<file path="src/rtl/if_id_queue.sv">
// Two-entry fetch-to-decode instruction queue with valid/ready handshakes on both sides
// and a single-cycle flush for taken branches.
module if_id_queue #(
  parameter logic [31:0] NOP_INSTR = 32'h0000_0013
) (
  input  logic        clk_i,
  input  logic        rst_i,
  input  logic        flush_i,
  input  logic        in_valid_i,
  output logic        in_ready_o,
  input  logic [31:0] in_pc_i,
  input  logic [31:0] in_instr_i,
  output logic        out_valid_o,
  input  logic        out_ready_i,
  output logic [31:0] out_pc_o,
  output logic [31:0] out_instr_o,
  output logic [1:0]  count_o
);

  logic [31:0] pc_mem    [2];
  logic [31:0] instr_mem [2];
  logic        wr_ptr;
  logic        rd_ptr;
  logic [1:0]  count;
  logic [1:0]  count_next;
  logic        push;
  logic        pop;

  // Ready depends only on registered occupancy, so a pop never frees a slot in the same cycle.
  assign in_ready_o  = (count != 2'd2);
  assign out_valid_o = (count != 2'd0);
  assign count_o     = count;

  assign push = in_valid_i && in_ready_o && !flush_i;
  assign pop  = out_valid_o && out_ready_i && !flush_i;

  always_comb begin
    count_next = count;
    unique case ({push, pop})
      2'b10:   count_next = count + 2'd1;
      2'b01:   count_next = count - 2'd1;
      default: count_next = count;
    endcase
  end

  // Storage is never cleared; stale words stay hidden behind the occupancy mask below.
  always_ff @(posedge clk_i) begin
    if (push) begin
      pc_mem[wr_ptr]    <= in_pc_i;
      instr_mem[wr_ptr] <= in_instr_i;
    end
  end

  always_ff @(posedge clk_i or posedge rst_i) begin
    if (rst_i) begin
      wr_ptr <= 1'b0;
      rd_ptr <= 1'b0;
      count  <= 2'd0;
    end else if (flush_i) begin
      wr_ptr <= 1'b0;
      rd_ptr <= 1'b0;
      count  <= 2'd0;
    end else begin
      if (push) wr_ptr <= ~wr_ptr;
      if (pop)  rd_ptr <= ~rd_ptr;
      count <= count_next;
    end
  end

  assign out_pc_o    = out_valid_o ? pc_mem[rd_ptr]    : 32'h0;
  assign out_instr_o = out_valid_o ? instr_mem[rd_ptr] : NOP_INSTR;

endmodule
</file>
<file path="config.mk">
export PLATFORM = sky130hd
export DESIGN_NAME = if_id_queue
export DESIGN_NICKNAME = d
export VERILOG_FILES = /design/src/rtl/if_id_queue.sv
export SDC_FILE = /design/constraint.sdc
export NUM_CORES = 1
export LEC_CHECK = 0
export CORE_MARGIN = 2
export CORE_UTILIZATION = 52
export CTS_CLUSTER_SIZE = 12
export DETAILED_ROUTE_END_ITERATION = 8
export PLACE_DENSITY = 0.88
export SYNTH_ARGS = -nofsm -noshare
export SYNTH_HDL_FRONTEND = slang
export SYNTH_SLANG_ARGS = --single-unit
</file>
<file path="constraint.sdc">
create_clock -name clk_i -period 10.65 [get_ports clk_i]
set_input_delay 2.13 -clock clk_i [delete_from_list [all_inputs] [get_ports clk_i]]
set_output_delay 2.13 -clock clk_i [all_outputs]
set_load 0.02 [all_outputs]
</file>
== Word level (Yosys, flattened, before mapping) ==
Memory sizes are Yosys's and may differ from the RTL's.
Cells that the tools add are included.
Operators by class
  muxes and demuxes: 10
  add/sub/neg operators: 2
  bitwise logic cells: 2
  reductions and logical operators: 9
  equal/unequal tests: 3
Operator list (count)
  32-bit 2-to-1 mux: 2
  1-bit 2-to-1 mux: 6
  2-bit nonzero test: 3
  1-bit logical AND: 4
  2-bit one-hot mux with 2 select lines: 1
  3-bit nonzero test: 1
  2-bit by 1-bit adder with 2-bit output, second input constant: 1
  2-bit by 1-bit equality test with 1-bit output, second input constant: 1
  2-bit equality test, second input constant: 1
  2-bit 2-to-1 mux: 1
  2-bit inequality test, second input constant: 1
  1-bit NOT: 2
  2-bit by 1-bit subtractor with 2-bit output, second input constant: 1
  1-bit logical NOT: 1
Storage, ports and cells
  RAM bits: 128
  memories: 2
  output and inout bits: 68
  bits of input ports: 69
  flip-flop bits (word level): 4
  word-level logic and storage cells: 31
Memories
  instr_mem: words 2, bits a word 32, read ports 1, clocked after memory_dff 0, write ports 1, RTL line 21  | logic [31:0] instr_mem [2];
  pc_mem: words 2, bits a word 32, read ports 1, clocked after memory_dff 0, write ports 1, RTL line 20  | logic [31:0] pc_mem [2];

== Depth between registers and ports, before layout ==
  word-level depth: 6
  gate-level depth with buffers: 4
  mapped depth without buffers: 4

== Worst setup path before layout ==
No wires, ideal clock.
  path kind: input to register
  from: in in_valid_i
  to: mem instr_mem[1][0], enable pin
  required time: 10.071 ns
  buffers on the path: 0
  stages on the path: 2
  setup slack: 3.212 ns
  arrival: 6.859 ns
  cells stage by stage: nand2_1 > nor3b_1
On the way
  word-level cells in the longest chain between the ends: 4
Ends and longest elaborated chain
  start, declared: RTL line 9  | input logic in_valid_i,
  1-bit logical AND (2 in a row): RTL line 34  | assign push = in_valid_i && in_ready_o && !flush_i;
  1-bit 2-to-1 mux: RTL line 48  | if (push) begin
  1-bit 2-to-1 mux (not written as such): RTL line 50  | instr_mem[wr_ptr] <= in_instr_i;
  end, declared: RTL line 21
Every way passes these cells.

== Final worst setup path ==
  from: reg count[0] (netlist: count_o[0])
  to: out out_instr_o[1]
On the way
  word-level cells in the longest chain between the ends: 2
Ends and longest elaborated chain
  start, declared: RTL line 24  | logic [1:0] count;
  start signal, assigned: RTL line 66  | count <= count_next;
  2-bit nonzero test: RTL line 31  | assign out_valid_o = (count != 2'd0);
  32-bit 2-to-1 mux: RTL line 71  | assign out_instr_o = out_valid_o ? instr_mem[rd_ptr] : NOP_INSTR;
  end, declared: RTL line 16  | output logic [31:0] out_instr_o,
Every way passes these cells.

==> reports/metrics.cfg <==
[power]
leakage_nw = 2.35
p_sw_w = 0.000298
p_int_w = 0.000976
seqPwrFrac_pct = 47.8
sw_frac_of_total_pct = 23.4
comb_power_share_pct = 12.0
clock_power_share_pct = 40.3
power.density_nw_per_um2 = 180
peakVddDrop_uv = 142

[placed_design]
place_congestion = 0.752
port_buffers = 136
place_ws_ps = 6150
post-dp-hpwl_um = 6460
placedCellCount = 557

[global_route]
grt_pass1_vias = 3032
grt_overflow_total = 0
grt_pass1_wl_um = 15200
grt_util_met3_pct = 5.36
grt_usage_pct = 19.8
met1_usage_pct = 23.0
grt-busiest-layer = met2
antenna_found_initial = 0
grt_util_met2_pct = 34.8
grt_max_degree = 66

[drt]
wl_per_cell_um = 17.1
final_antenna_net_count = 0
drt_iter0_drc = 106
drc = 0
drt-vias-per-instance = 5.03
firstDrtPassIters = 4
routed_wl_um = 10100
via_count = 2957

[timing]
finalSetupTns_ps = 0
min_period_over_period_pct = 46.9
drv_slew = 0
slew_headroom_pct = 24.1
worst_pin_slew_ps = 1140
clock_skew_ps = 5.58
setup_violations = 0
fin_ws_ps = 5660
rsz0062_at_grt = no
fin_crit_ps = 4990
fmax_mhz = 200
final_hold_viol_count = 0

[synthesis]
synth_fp_nets = 366
ys_warn_count = 0
synth_cell_types = 22
ys_seq_area_share_pct = 77.9
syn_area_um2 = 5060
ys_seq_elements = 132
avgSynthCellArea_um2 = 17.1
syn_inst = 297

[final_layout]
antenna_cells = 0
final_common_cell = clkdlybuf4s50_1
multiInputGateArea_um2 = 1020
fin_nets = 512
drive_above_1_share_pct = 9.01
final_cell_mix = clkdlybuf4s50_1, edfxtp_1, mux2i_1
syn_to_final_growth_pct = 39.6
layout.cells.non_filler = 588
fillers = 627
seqCellArea_um2 = 3950

[hold_path]
hold_class = flip-flop to flip-flop

[clocking]
cts_made_buffers = 17
postCtsResizedCells = 0
root_buffer = clkbuf_8
htreeDepth = 4
insertion_delay_ps = 510
holdBufCountCts = 0
clk_pin_slew_ps = 60
postCtsSetupRepairBufs = 0
clock_sinks = 132
max-clock-path-buffers = 2
cts_tree = done

[floorplan]
initial_core_util_pct = 52.8
dieArea_um2 = 10500
die_y_um = 103
fp.dieW_um = 103
io_pins = 137
fp.coreArea_um2 = 9590
fp-row-count = 36

[critical_path]
cp_max_fo = 35
path_class = flip-flop to output pin
cp.arrival_ps = 2860
end_kind = output pin
required_ps = 8520
crit_path_start_kind = flip-flop

[job]
maxCapViolCount = 0

[outcome]
status = finished clean

-- critical path: stages (launching register included) --
cell             delay, ps
dfrtp_1                470
nor2_4                 560
buf_4                  450
inv_1                  160
nand2_1                 90
clkdlybuf4s50_1        610
-- state kept, by name, summed over array words and instances, names as in the netlist --
register,count
pc_mem,64
instr_mem,64
wr_ptr,1
rd_ptr,1
count_o,2
-- logic make-up after synthesis --
logic type | Yosys count | share of synthesized area, %
flip-flops | 132 | 77.9
AND/OR/NAND/NOR | 74 | 5.98
multiplexers | 65 | 12.8
buffers and inverters | 17 | 2.25
AO/OA/AOI/OAI | 8 | 0.889
XOR/XNOR | 1 | 0.173
-- power by group through the flow --
stage	Clock [W]	Combinational, W	Sequential [W]
after floorplan	0	0.0000845	0.000609
after global placement	0	0.000150	0.000618
after detailed placement	0	0.000153	0.000619
after CTS	0.000524	0.000155	0.000609
after global routing	0.000546	0.000163	0.000611
final	0.000513	0.000152	0.000608
-- Yosys cell counts (all sizes together) --
library cell,number,area share [%]
a21o,1,0.15
o211ai,1,0.15
dfrtp,4,2.0
nand3b,1,0.15
a21oi,4,0.40
inv,4,0.30
or2,1,0.12
or3,1,0.12
mux2i,65,13
edfxtp,128,76
nor3,1,0.099
buf,13,2.0
o21ai,2,0.20
nor3b,2,0.30
nor2,63,4.7
xor2,1,0.17
nor2b,1,0.17
nand2,4,0.30
-- final timing paths --
kind                            slack, ps  depth (start not counted)             end        from
min in group asynchronous            1820                          2          rd_ptr       rst_i
max in group asynchronous            8660                          2          rd_ptr       rst_i
worst max-delay path                 5660                          5  out_instr_o[1]  count_o[0]
worst min-delay path                  610                          2          wr_ptr      wr_ptr
worst min register to register        610                          2          wr_ptr      wr_ptr
worst max register to register       8490                          5   pc_mem[1][30]  count_o[1]
-- through the flow --
stage	power [W]	cell area (um2)	hold slack, ps	util (%)
floorplan	0.000694	5060	530	-
global placement	0.000768	6540	567	68.2
detailed placement	0.000773	6540	601	68.2
CTS	0.00129	7070	609	73.7
global route	0.00132	7070	634	73.7
finish	0.00127	7070	606	73.7
-- per-layer routing --
| layer | vias to the layer above | share of wire [%] |
|---|---|---|
| met5 | - | 0 |
| met4 | 0 | 1.4 |
| met3 | 16 | 6.1 |
| met2 | 108 | 53 |
| met1 | 1435 | 39 |
| li1 | 1398 | - |
-- area by class of cell --
cell class | count | area share, %
Multi-Input combinational cell | 148 | 14.5
Tap cell | 133 | 2.35
Inverter | 4 | 0.212
Sequential cell | 132 | 55.8
Timing Repair Buffer | 140 | 19.7
Clock inverter | 14 | 1.63
Clock buffer | 17 | 5.86
Power figures use the tool's default switching activity.
